--- src/rtl/trap_ctrl.sv ---
// Registered trap controller: prioritises MEM/EXE exceptions and enabled interrupts,
// applies M->S delegation, and holds the selected trap until the CSR/flush logic acks.
module trap_ctrl #(
  parameter int XLEN     = 32,
  parameter int ADDR_LEN = 32,
  parameter int N_EXC    = 16,
  parameter int INT_NUM  = 12,
  parameter int CNT_W    = 16
) (
  input  logic                clk,
  input  logic                rstn,
  input  logic                exe_valid,
  input  logic [N_EXC-1:0]    exe_exc,
  input  logic [ADDR_LEN-1:0] exe_pc,
  input  logic [31:0]         exe_inst,
  input  logic [N_EXC-1:0]    mem_exc,
  input  logic [ADDR_LEN-1:0] mem_pc,
  input  logic [ADDR_LEN-1:0] mem_addr,
  input  logic [INT_NUM-1:0]  irq_pend,
  input  logic [1:0]          prv_cur,
  input  logic                mstatus_mie,
  input  logic                mstatus_sie,
  input  logic [N_EXC-1:0]    medeleg,
  input  logic [INT_NUM-1:0]  mideleg,
  output logic                trap_req,
  input  logic                trap_ack,
  output logic [XLEN-1:0]     trap_cause,
  output logic [ADDR_LEN-1:0] trap_epc,
  output logic [XLEN-1:0]     trap_val,
  output logic [1:0]          trap_prv,
  output logic                busy,
  output logic [CNT_W-1:0]    trap_cnt
);

  typedef enum logic [1:0] {IDLE, REQ, FLUSH} state_e;

  localparam int MEM_N = 6;
  localparam int EXE_N = 8;
  localparam int IRQ_N = 6;
  localparam int MEM_ORD [MEM_N] = '{6, 4, 15, 13, 7, 5};
  localparam int EXE_ORD [EXE_N] = '{3, 12, 1, 2, 0, 8, 9, 11};
  localparam int IRQ_ORD [IRQ_N] = '{11, 3, 7, 9, 1, 5};

  state_e              state_q, state_d;
  logic [XLEN-1:0]     cause_q, cause_d;
  logic [ADDR_LEN-1:0] epc_q, epc_d;
  logic [XLEN-1:0]     val_q, val_d;
  logic [1:0]          prv_q, prv_d;
  logic [CNT_W-1:0]    cnt_q, cnt_d;

  logic                mem_hit, exe_hit, irq_hit;
  int                  mem_idx, exe_idx, irq_idx;
  logic [INT_NUM-1:0]  irq_en;

  // Per-line enable: delegated lines target S and are masked while in M.
  always_comb begin
    irq_en = '0;
    for (int i = 0; i < INT_NUM; i++) begin
      if (mideleg[i])
        irq_en[i] = irq_pend[i] & ((prv_cur == 2'd0) | ((prv_cur == 2'd1) & mstatus_sie));
      else
        irq_en[i] = irq_pend[i] & ((prv_cur != 2'd3) | mstatus_mie);
    end
  end

  // Fallback pass picks the lowest set index; the fixed-order pass then overrides it.
  always_comb begin
    mem_hit = |mem_exc;
    exe_hit = |exe_exc;
    irq_hit = |irq_en;
    mem_idx = 0;
    exe_idx = 0;
    irq_idx = 0;
    for (int i = N_EXC-1; i >= 0; i--) begin
      if (mem_exc[i]) mem_idx = i;
      if (exe_exc[i]) exe_idx = i;
    end
    for (int i = INT_NUM-1; i >= 0; i--)
      if (irq_en[i]) irq_idx = i;
    for (int k = MEM_N-1; k >= 0; k--)
      if (MEM_ORD[k] < N_EXC && mem_exc[MEM_ORD[k]]) mem_idx = MEM_ORD[k];
    for (int k = EXE_N-1; k >= 0; k--)
      if (EXE_ORD[k] < N_EXC && exe_exc[EXE_ORD[k]]) exe_idx = EXE_ORD[k];
    for (int k = IRQ_N-1; k >= 0; k--)
      if (IRQ_ORD[k] < INT_NUM && irq_en[IRQ_ORD[k]]) irq_idx = IRQ_ORD[k];
  end

  always_comb begin
    state_d = state_q;
    cause_d = cause_q;
    epc_d   = epc_q;
    val_d   = val_q;
    prv_d   = prv_q;
    cnt_d   = cnt_q;
    case (state_q)
      IDLE: begin
        if (mem_hit) begin
          state_d = REQ;
          cause_d = XLEN'(mem_idx);
          epc_d   = mem_pc;
          val_d   = XLEN'(mem_addr);
          prv_d   = (medeleg[mem_idx] && prv_cur != 2'd3) ? 2'd1 : 2'd3;
        end else if (exe_valid && exe_hit) begin
          state_d = REQ;
          cause_d = XLEN'(exe_idx);
          epc_d   = exe_pc;
          if (exe_idx == 12 || exe_idx == 1) val_d = XLEN'(exe_pc);
          else if (exe_idx == 2)              val_d = XLEN'(exe_inst);
          else                                val_d = '0;
          prv_d   = (medeleg[exe_idx] && prv_cur != 2'd3) ? 2'd1 : 2'd3;
        end else if (exe_valid && irq_hit) begin
          state_d = REQ;
          cause_d = {1'b1, (XLEN-1)'(irq_idx)};
          epc_d   = exe_pc;
          val_d   = '0;
          prv_d   = mideleg[irq_idx] ? 2'd1 : 2'd3;
        end
      end
      REQ: begin
        if (trap_ack) begin
          state_d = FLUSH;
          cnt_d   = (&cnt_q) ? cnt_q : cnt_q + 1'b1;
        end
      end
      FLUSH:   state_d = IDLE;
      default: state_d = IDLE;
    endcase
  end

  always_ff @(posedge clk or negedge rstn) begin
    if (!rstn) begin
      state_q <= IDLE;
      cause_q <= '0;
      epc_q   <= '0;
      val_q   <= '0;
      prv_q   <= 2'd3;
      cnt_q   <= '0;
    end else begin
      state_q <= state_d;
      cause_q <= cause_d;
      epc_q   <= epc_d;
      val_q   <= val_d;
      prv_q   <= prv_d;
      cnt_q   <= cnt_d;
    end
  end

  assign trap_req   = (state_q == REQ);
  assign busy       = (state_q != IDLE);
  assign trap_cause = cause_q;
  assign trap_epc   = epc_q;
  assign trap_val   = val_q;
  assign trap_prv   = prv_q;
  assign trap_cnt   = cnt_q;

endmodule

--- config.mk ---
export PLATFORM = sky130hd
export DESIGN_NAME = trap_ctrl
export DESIGN_NICKNAME = d
export VERILOG_FILES = /design/src/rtl/trap_ctrl.sv
export SDC_FILE = /design/constraint.sdc
export NUM_CORES = 1
export LEC_CHECK = 0
export ABC_AREA = 1
export BUFFER_PORTS_ARGS = -buffer_cell sky130_fd_sc_hd__buf_2
export CAP_MARGIN = 0
export CORE_UTILIZATION = 31
export CTS_BUF_LIST = sky130_fd_sc_hd__clkbuf_8
export DETAILED_ROUTE_END_ITERATION = 10
export PLACE_DENSITY_LB_ADDON = 0.08
export SYNTH_ARGS = -nofsm -noshare
export SYNTH_HDL_FRONTEND = slang
export SYNTH_SLANG_ARGS = --single-unit
--- constraint.sdc ---
create_clock -name clk -period 2.8 [get_ports clk]
set_clock_uncertainty 0.1 [all_clocks]
set_input_delay 0.42 -clock clk [delete_from_list [all_inputs] [get_ports clk]]
set_output_delay 0.42 -clock clk [all_outputs]
set_load 0.01 [all_outputs]
==> out/metrics.yaml, run 1 <==
status: "finished, final reports clean"
vias: 6614
drtIter0Drc: 204
synth_area_mm2: 0.005894
finalCriticalPeriod_ns: 2.388
htree_levels: 3
fin_util_pct: 41.97
internal-power_w: 0.003205
reg2regPathDepth: 12
path_max_fanout: 5
crit_start: "trap_cnt[0]"
rsz0062_at_grt: "no"
cts.sinks: 88
p_leak_nw: 4.173
swShare_pct: 43.17
drive_above_1_share_pct: 29.79
postSynthRegisterBits: 88
yosys_warnings: 0
clock_path_buffers: 2
drc: 0
worst_setup_path_end_kind: "flip-flop"
rrSetupSlack_ns: 0.41
dp.cells: 1402
hold_violations: 0
min_delay_path_depth: 2
critPathCapture: "trap_cnt[13]"
crit_arrival_ns: 2.55
p_clk_share_pct: 14.8
core_mm2: 0.01864
dp_hpwl_mm: 15.62
worst_hold_path_type: "in -> reg"
io_pins: 324
fin_crit_sh_pct: 85.27
num-nets-final: 1389
syn_to_final_growth_pct: 32.73
start_kind: "flip-flop"
place_congestion: 0.8489
worstPathRequired_ns: 2.97
power_frac_seq_pct: 37.6
path_class: "reg -> reg"
clkTransAtPathRegs_ns: 0.09
grt_max_degree: 57
p_comb_share_pct: 47.5
grt_pass1_vias: 6343
clk_latency_ns: 0.37
r2r-start: "trap_cnt[0]"
syn_avg_cell_area_um2: 6.615
cts_setup_buffers: 0
ir_drop_mv: 0.2649
initial_core_util_pct: 31.62
die-area_mm2: 0.01957
netlist_instances: 891
yosys-top-cells-area: "dfrtp_1, nand2_1, nor2_1"
slew_headroom_pct: 61.37
max_freq_mhz: 418.8
worst_pin_slew_ns: 0.5795
hp-start: "trap_ack"
cts_tree: "done"
reg2reg_to: "trap_cnt[13]"
synth.distinct_cells: 34
instances_no_fill: 1421
die_w_um: 139.9
synth_top_area_share_pct: 36.93
wirelength_mm: 20.58
p_sw_w: 0.002435
fin_hold_ws_ns: 0.1640
num_rows: 50
finalSetupTns_ns: 0
antenna_left: 0
synth_top_area_cell: "dfrtp_1"
grt_use_total_pct: 20.86
setup_viol: 0
antenna_found_initial: 1
cts_root_buf: "clkbuf_8"
pre_cts_ws_ns: 0.1310
cts_buffers: 9
firstDrtPassIters: 5
vias_per_cell: 4.654
grt_pass1_wl_mm: 32.22
cellPowerDensity_mw_per_mm2: 720.8
max_cap_viol_count: 0
wire_per_inst_um: 14.48
fin_ws_ns: 0.4124
synth-seq-area-share_pct: 37.38
io_buffer_count: 295
fp.dieH_um: 139.9
finalMaxSlewViolations: 0
grt.overflow.total: 0
cells in the mapped netlist:
| library cell | count |
|---|---|
| o311ai_0 | 1 |
| nor2_1 | 104 |
| nand3_2 | 1 |
| xor2_1 | 10 |
| clkbuf_1 | 24 |
| nand3_1 | 60 |
| xnor2_1 | 4 |
| nor2_2 | 2 |
| inv_2 | 2 |
| o211ai_2 | 2 |
| buf_2 | 9 |
| nor4_2 | 2 |
| o21a_1 | 1 |
| dfrtp_1 | 87 |
| ha_1 | 1 |
| a41oi_1 | 2 |
| a21oi_1 | 73 |
| o21ai_0 | 11 |
| buf_4 | 29 |
| dfstp_2 | 1 |
| a31oi_1 | 35 |
| nand2_2 | 2 |
| o21ai_1 | 7 |
| nor3_2 | 2 |
| nand2_1 | 314 |
| a31oi_4 | 1 |
| nand4_1 | 4 |
| buf_6 | 5 |
| o211ai_1 | 8 |
| inv_1 | 71 |
| a21oi_2 | 1 |
| conb_1 | 2 |
| nor3_1 | 11 |
| nor4_1 | 2 |
stage by stage:
step	power, W	cell area, um2
global placement	0.004840	7627
finish	0.005639	7824
CTS	0.005739	7814
floorplan	0.003725	5992
detailed placement	0.004873	7627
global route	0.006099	7819
how the worst min path moves through the flow:
stage,to
floorplan,state_q[0]
CTS,state_q[0]
finish,state_q[0]
global route,state_q[0]
detailed placement,trap_epc[16]
global placement,trap_epc[15]
cells by family after synthesis:
group | share of synthesized area (%)
AO/OA/AOI/OAI | 13.97
buffers and inverters | 11.59
adder cells (fa/ha/maj) | 0.2122
XOR/XNOR | 2.080
flip-flops | 37.38
other | 0.1274
AND/OR/NAND/NOR | 34.64
state kept, by name, summed over array words and instances (netlist names):
name        cells
trap_cause      5
trap_epc       32
state_q         2
trap_prv        1
trap_val       32
trap_cnt       16
power by group through the flow:
stage	logic [W]	clock network [W]	registers (W)
after floorplan	0.00133	0	0.00240
after global placement	0.00270	0	0.00214
after detailed placement	0.00271	0	0.00216
after CTS	0.00272	0.000884	0.00213
after global routing	0.00297	0.000926	0.00220
final	0.00268	0.000836	0.00212
layer usage:
layer / part of all wire [%] / track usage, % / wire (um)
met1: 44 / 26.08 / 9114
met2: 48 / 36.03 / 9774
met3: 6.7 / 4.581 / 1380
met4: 1.5 / 5.842 / 305
met5: 0 / 0 / 0
layout make-up:
cell class | count | area, um2
Multi-Input combinational cell | 689 | 3134
Inverter | 73 | 275.3
Clock inverter | 7 | 52.55
Antenna cell | 2 | 5.005
Fill cell | 2089 | 10820
Tap cell | 234 | 292.8
Clock buffer | 9 | 123.9
Sequential cell | 88 | 2203
Timing Repair Buffer | 319 | 1737
critical path, cell delays in order, from the launching register on:
cell     delay [ns]
dfrtp_1        0.43
ha_1           0.21
inv_1          0.07
nor2_1         0.06
nand4_1        0.08
nand2_1        0.12
nor2_1         0.17
nand3_1        0.13
nor2_1         0.19
nand3_1        0.15
nor3_2         0.26
nand3_1        0.15
xor2_1         0.16
placed cells by master (no fill, tap or decap), types with 3 or more instances in the layout:
| cell type | instances |
|---|---|
| clkbuf_8 | 9 |
| inv_6 | 3 |
| dfrtp_1 | 87 |
| o21ai_0 | 11 |
| nand3_1 | 60 |
| a31oi_1 | 35 |
| a21oi_1 | 73 |
| buf_12 | 6 |
| inv_1 | 71 |
| nand2_1 | 313 |
| xor2_1 | 10 |
| xnor2_1 | 4 |
| nor2_1 | 103 |
| conb_1 | 28 |
| o211ai_1 | 8 |
| buf_4 | 18 |
| o21ai_1 | 7 |
| clkinv_2 | 3 |
| buf_2 | 294 |
| nor3_1 | 10 |
| nand2_2 | 3 |
| nand4_1 | 4 |
repair_timing:
item,4_1_cts,5_1_grt
resized for setup,0,1
hold buffers,1,0
endpoints found under the hold margin,40,0
setup endpoints to repair,0,2
(Power assumes the default switching activity.)
==> run 2: changes to the inputs <==
--- a/config.mk
+++ b/config.mk
@@ -5,12 +5,12 @@
 export SDC_FILE = /design/constraint.sdc
 export NUM_CORES = 1
 export LEC_CHECK = 0
-export ABC_AREA = 1
 export BUFFER_PORTS_ARGS = -buffer_cell sky130_fd_sc_hd__buf_2
 export CAP_MARGIN = 0
 export CORE_UTILIZATION = 31
 export CTS_BUF_LIST = sky130_fd_sc_hd__clkbuf_8
 export DETAILED_ROUTE_END_ITERATION = 10
+export MAX_ROUTING_LAYER = met4
 export PLACE_DENSITY_LB_ADDON = 0.08
 export SYNTH_ARGS = -nofsm -noshare
 export SYNTH_HDL_FRONTEND = slang
==> run 2 against run 1 <==
  * Flip-flop and latch count did not move
  * Core utilization is 1.0 points higher
  * Hold slack improved by 0.016 ns
  * Critical endpoint is now trap_prv[1]
  * Largest cell class unchanged
  * Largest power group unchanged
==> out/metrics.yaml, run 2 <==
drc: 0  # unchanged
synthAdderAreaFrac_pct: 0.2100  # -0.0023 points
synth_area_mm2: 0.005958  # +1.1%
min_delay_path_depth: 3  # +1
clkTransAtPathRegs_ns: 0.10  # about the same
die-area_mm2: 0.01978  # +1.1%
worstPathRequired_ns: 2.98  # about the same
wirelength_mm: 21.00  # +2.0%
p_leak_nw: 3.853  # -7.7%
synth-simple-area-share_pct: 22.07  # -13 points
yosys.area_share.xor_xnor_pct: 2.205  # +0.12 points
firstDrtPassIters: 4  # -1
reg2reg_to: "trap_cnt[10]"
rrSetupSlack_ns: 0.61  # +0.20 ns
nFillCells: 1997  # -4.4%
finalCriticalPeriod_ns: 2.542  # +0.1545 ns
antenna_cells: 0  # -2
num_rows: 50  # unchanged
layout_commonest_cell: "buf_2"
internal-power_w: 0.003312  # +3.4%
finalSetupTns_ns: 0  # unchanged
place_congestion: 0.8469  # -0.24%
path_class: "in -> reg"
instances_no_fill: 1254  # -12%
ir_drop_mv: 0.4395  # +66%
cts_buffers: 9  # unchanged
crit_path_max_incr_delay_ns: 0.65  # +0.22 ns
drive_above_1_share_pct: 37.65  # +7.9 points
cp_cell_sequence: "buf_2 -> nor3_1 -> nand2_1 -> a211oi_1 -> nor3_2 -> a2111o_1 -> o41ai_1 -> a41oi_1"
yosys-top-cells-area: "dfrtp_1, nand2_1, nor2_1"
grt_pass1_vias: 6202  # -2.2%
layout_common_cells: "buf_2, nand2_1, nor2_1"
postLayoutCellArea_mm2: 0.008069  # +3.1%
clk_latency_ns: 0.37  # about the same
wire_per_inst_um: 16.74  # +16%
placed_area_mm2: 0.007868  # +3.1%
post_cts_resized: 0  # unchanged
cpMaxStageDelayCell: "a211oi_1"
drtIter0Drc: 232  # +14%
slew_headroom_pct: 51.70  # -9.7 points
die_w_um: 140.6  # +0.53%
cp.depth: 8  # -4
p_comb_share_pct: 46.7  # -0.8 points
cts_root_buf: "clkbuf_8"
cts_tree: "done"
postSynth.asyncResetShare_pct: 100.0  # unchanged
synth_most_common_cell: "nand2_1"
crit_start: "exe_exc[8]"
status: "finished, final reports clean"
num-nets-final: 1224  # -12%
synth_top_area_share_pct: 36.54  # -0.40 points
crit_arrival_ns: 2.72  # +0.17 ns
synth_compound_area_share_pct: 27.85  # +14 points
fp.dieH_um: 140.6  # +0.53%
critPathTopFamily: "compound AO/OA/AOI/OAI gates"
start_kind: "primary input"
core_mm2: 0.01877  # +0.67%
io_buffer_count: 295  # unchanged
grt.overflow.total: 0  # unchanged
vias_per_cell: 5.085  # +9.2%
synthTopCellsByCount: "nand2_1, nor2_1, dfrtp_1"
reg2regPathDepth: 8  # -4
finalMaxSlewViolations: 0  # unchanged
vias: 6376  # -3.6%
max_cap_viol_count: 0  # unchanged
antenna_found_initial: 0  # -1
yosys_warnings: 0  # unchanged
rsz0062_at_grt: "no"
synth_edf_count: 0  # unchanged
postSynthRegisterBits: 88  # unchanged
synth-main-ff-cell: "dfrtp_1"
clock_path_buffers: 2  # unchanged
grt_use_total_pct: 21.68  # +0.82 points
synth.area.mux_share_pct: 2.058  # +2.1 points
fin_crit_sh_pct: 90.79  # +5.5 points
syn_avg_cell_area_um2: 8.487  # +28%
swShare_pct: 40.87  # -2.3 points
synth-seq-area-share_pct: 36.98  # -0.40 points
synth_top_family_by_area: "compound AO/OA/AOI/OAI gates"
max_freq_mhz: 393.4  # -6.1%
cts.sinks: 88  # unchanged
p_sw_w: 0.002290  # -6.0%
netlist_instances: 702  # -21%
synth_top_area_cell: "dfrtp_1"
antenna_left: 0  # unchanged
initial_core_util_pct: 31.75  # +0.13 points
path_max_fanout: 5  # unchanged
worst_setup_path_end_kind: "flip-flop"
r2r-start: "trap_cnt[0]"
setup_viol: 0  # unchanged
power_frac_seq_pct: 38.0  # +0.4 points
dp.cells: 1237  # -12%
htree_levels: 3  # unchanged
worst_hold_path_type: "in -> reg"
cellPowerDensity_mw_per_mm2: 694.3  # -3.7%
multi_input_area_mm2: 0.003371  # +7.5%
grt_max_degree: 71  # +25%
hp-start: "mem_pc[8]"
layout.area.seq_mm2: 0.002203  # unchanged
hold_violations: 0  # unchanged
p_clk_share_pct: 15.3  # +0.5 points
whs_endpoint: "trap_epc[8]"
syn_to_final_growth_pct: 35.43
io_pins: 324  # unchanged
grt_pass1_wl_mm: 32.57  # +1.1%
synth.distinct_cells: 84  # +150%
path_buf_inv: 1  # unchanged
worst_pin_slew_ns: 0.7202  # +0.1407 ns
dp_hpwl_mm: 16.64  # +6.6%
[run 2: cell types whose count changed after synthesis, sizes merged, moves of 9 or more]
cell	delta
nand2	-220
inv	-58
nand3	-40
a21oi	-35
a22o	+32
a22oi	+32
nor2	-14
mux2i	+10
nor2b	+10
buf	+9
clkbuf	-9
[run 2: kinds of logic after synthesis]
logic type,count (synthesis)
AND/OR/NAND/NOR,280
AO/OA/AOI/OAI,222
flip-flops,88
buffers and inverters,82
XOR/XNOR,15
multiplexers,12
other,2
adder cells (fa/ha/maj),1
[run 2: per-layer routing]
| layer | up-vias | track usage [%] | share of wire, % |
|---|---|---|---|
| li1 | 3154 | - | - |
| met1 | 2966 | 27.07 | 44 |
| met2 | 230 | 35.85 | 48 |
| met3 | 26 | 3.533 | 6.0 |
| met4 | 0 | 6.865 | 1.8 |
| met5 | - | - | 0 |
[run 2: layout make-up]
type,count,area share (%)
clock buffer,12,2.047
clock inverter,4,0.3256
inverter,15,0.6978
multi-input combinational,558,41.77
sequential,88,27.31
tap,234,3.628
timing repair buffer,343,24.22
[run 2: power groups by stage]
stage / clock (W) / sequential, W / combinational (W)
5_1_grt: 0.000946 / 0.00220 / 0.00290
3_5_place_dp: 0 / 0.00216 / 0.00264
6_report: 0.000858 / 0.00213 / 0.00262
4_1_cts: 0.000902 / 0.00213 / 0.00264
2_1_floorplan: 0 / 0.00240 / 0.00123
3_3_place_gp: 0 / 0.00215 / 0.00262
[run 2: worst max-delay path by stage]
stage | endpoint | slack, ns
detailed placement | trap_prv[1] | -0.11
global placement | trap_prv[1] | -0.17
floorplan | trap_cause[1] | 0.23
CTS | trap_prv[1] | 0.28
global route | trap_prv[1] | 0.1
finish | trap_prv[1] | 0.26
[run 2: worst min-delay path, stage by stage]
cell and delay (ns):
buf_2 0.09, nand2_1 0.04, a31oi_1 0.07
[run 2: timing repair]
item,4_1_cts,5_1_grt
hold endpoints to repair,36,0
hold buffers,1,0
setup buffers,0,0
[run 2: metrics by stage]
step	power (W)	hold slack [ns]	setup WS [ns]	utilization, %
global route	0.006045	0.1763	0.09544	42.99
detailed placement	0.004797	0.3365	-0.1146	41.92
CTS	0.005680	0.1547	0.2800	42.99
finish	0.005602	0.1805	0.2578	42.99
floorplan	0.003626	0.02441	0.2337	-
global placement	0.004775	0.3293	-0.1743	41.92
==> run 3: changes to the inputs <==
--- a/config.mk
+++ b/config.mk
@@ -5,11 +5,13 @@
 export SDC_FILE = /design/constraint.sdc
 export NUM_CORES = 1
 export LEC_CHECK = 0
+export ABC_AREA = 1
 export BUFFER_PORTS_ARGS = -buffer_cell sky130_fd_sc_hd__buf_2
 export CAP_MARGIN = 0
 export CORE_UTILIZATION = 31
 export CTS_BUF_LIST = sky130_fd_sc_hd__clkbuf_8
 export DETAILED_ROUTE_END_ITERATION = 10
+export HOLD_SLACK_MARGIN = 0.15
 export MAX_ROUTING_LAYER = met4
 export PLACE_DENSITY_LB_ADDON = 0.08
 export SYNTH_ARGS = -nofsm -noshare
==> run 3 against run 2 <==
  * First-iteration DRC count decreased by 1.7%
  * Combinational power rose by 3%
  * Global-route usage fell by 0.19 points
  * Via count rose by 4.2%
  * Die area decreased by 1.1%
  * Cell count is 13% higher
  * Sequential share of layout area is 0.82 points higher
  * Worst setup slack better by 0.16 ns
  * Critical path type is now reg -> reg
  * Critical endpoint is now trap_cnt[13]
  * Largest cell class unchanged
  * Largest power group unchanged
==> out/metrics.yaml, run 3 (synthesis gave the netlist of run 1 again) <==
cts_buffers: 9  # unchanged
drive_above_1_share_pct: 29.76  # -7.9 points
initial_core_util_pct: 31.62  # -0.13 points
antenna_left: 0  # unchanged
crit_path_max_incr_delay_ns: 0.43  # -0.22 ns
clkTransAtPathRegs_ns: 0.11  # about the same
start_kind: "flip-flop"
clock_path_buffers: 2  # unchanged
vias_per_cell: 4.674  # -8.1%
cpMaxStageDelayCell: "dfrtp_1"
clk_latency_ns: 0.37  # about the same
grt_pass1_vias: 6348  # +2.4%
syn_to_final_growth_pct: 32.90
finalSetupTns_ns: 0  # unchanged
finalMaxSlewViolations: 0  # unchanged
rsz0062_at_grt: "no"
antenna_found_initial: 1  # +1
fin_util_pct: 42.02  # -0.97 points
hold_violations: 0  # unchanged
wire_per_inst_um: 14.48  # -14%
dp_hpwl_mm: 15.62  # -6.2%
htree_levels: 3  # unchanged
status: "finished, final reports clean"
fp.dieH_um: 139.9  # -0.53%
grt_pass1_wl_mm: 32.20  # -1.2%
path_class: "reg -> reg"
layout_commonest_cell: "nand2_1"
crit_arrival_ns: 2.55  # -0.17 ns
path_max_fanout: 5  # unchanged
core_mm2: 0.01864  # -0.67%
num_rows: 50  # unchanged
drtIter0Drc: 228  # -1.7%
die_w_um: 139.9  # -0.53%
place_congestion: 0.8623  # +1.8%
io_buffer_count: 295  # unchanged
cts_tree: "done"
setup_viol: 0  # unchanged
drc: 0  # unchanged
finalCriticalPeriod_ns: 2.386  # -0.1565 ns
dp.cells: 1402  # +13%
num-nets-final: 1390  # +14%
worst_pin_slew_ns: 0.5820  # -0.1381 ns
max_freq_mhz: 419.2  # +6.6%
p_leak_nw: 4.178  # +8.4%
cts_setup_buffers: 0  # unchanged
instances_no_fill: 1422  # +13%
worst_setup_path_end_kind: "flip-flop"
grt.overflow.total: 0  # unchanged
wirelength_mm: 20.59  # -1.9%
fin_crit_sh_pct: 85.20  # -5.6 points
max_cap_viol_count: 0  # unchanged
ir_drop_mv: 0.2672  # -39%
vias: 6646  # +4.2%
cts.sinks: 88  # unchanged
cp_cell_sequence: "ha_1 -> inv_1 -> nor2_1 -> nand4_1 -> nand2_1 -> nor2_1 -> nand3_1 -> nor2_1 -> nand3_1 -> nor3_2 -> nand3_1 -> xor2_1"
cellPowerDensity_mw_per_mm2: 721.0  # +3.8%
cts_root_buf: "clkbuf_8"
firstDrtPassIters: 4  # unchanged
layout_common_cells: "nand2_1, buf_2, nor2_1"
grt_max_degree: 57  # -20%
worst_hold_path_type: "in -> reg"
io_pins: 324  # unchanged
worstPathRequired_ns: 2.97  # about the same
slew_headroom_pct: 61.20  # +9.5 points
die-area_mm2: 0.01957  # -1.1%
grt_use_total_pct: 21.49  # -0.19 points
-- run 3: path summary, 6_finish.rpt --
check	start	end	slack (ns)	depth (start not counted)
hold reg to reg	trap_cnt[15]	trap_cnt[15]	0.41	1
max in group asynchronous	rstn	trap_cnt[15]	1.43	3
setup reg to reg	trap_cnt[0]	trap_cnt[13]	0.41	12
setup / recovery	trap_cnt[0]	trap_cnt[13]	0.41	12
hold / removal	mem_pc[7]	trap_epc[7]	0.18	3
min in group asynchronous	rstn	trap_epc[16]	0.48	2
-- run 3: repair_timing --
item,4_1_cts,5_1_grt
hold buffers,2,0
hold endpoints to repair,41,0
endpoints found under the setup margin,0,2
resized for setup,0,1
-- run 3: power by group --
group	internal, W	switching (W)
combinational	0.00105	0.00163
clock	0.000331	0.000508
sequential	0.00182	0.000299
total	0.00321	0.00244
-- run 3: routing by layer --
layer	global-route usage, %	part of all wire (%)	wire (um)	up-vias
li1	-	-	-	3392
met1	26.30	45	9218	2999
met2	36.08	47	9767	237
met3	4.137	6.3	1303	18
met4	5.842	1.5	305	0
met5	-	0	0	-
-- run 3: area by class of cell --
| cell class | count | area (um2) |
|---|---|---|
| sequential | 88 | 2203 |
| timing repair buffer | 320 | 1747 |
| fill | 2088 | 10810 |
| multi-input combinational | 689 | 3134 |
| clock inverter | 7 | 52.55 |
| clock buffer | 9 | 123.9 |
| tap | 234 | 292.8 |
| inverter | 73 | 275.3 |
| antenna | 2 | 5.005 |
-- run 3: critical path: cells and delay by family (launching register included) --
kind | cells | cell delay, ns
xor gates and xnor gates | 1 | 0.16
adders and majority gates | 1 | 0.21
buffers and inverters | 1 | 0.07
DFF | 1 | 0.43
and+or+nand+nor | 9 | 1.31
-- run 3: per-stage QoR --
step | power [W] | setup WS, ns | hold slack [ns] | area, um2
final | 0.005648 | 0.4144 | 0.1837 | 7834
after global routing | 0.006099 | 0.1256 | 0.1767 | 7831
after CTS | 0.005740 | 0.2501 | 0.1633 | 7824
after detailed placement | 0.004873 | 0.1310 | 0.3589 | 7627
after global placement | 0.004840 | 0.1735 | 0.3646 | 7627
after floorplan | 0.003725 | 0.5686 | 0.02441 | 5992
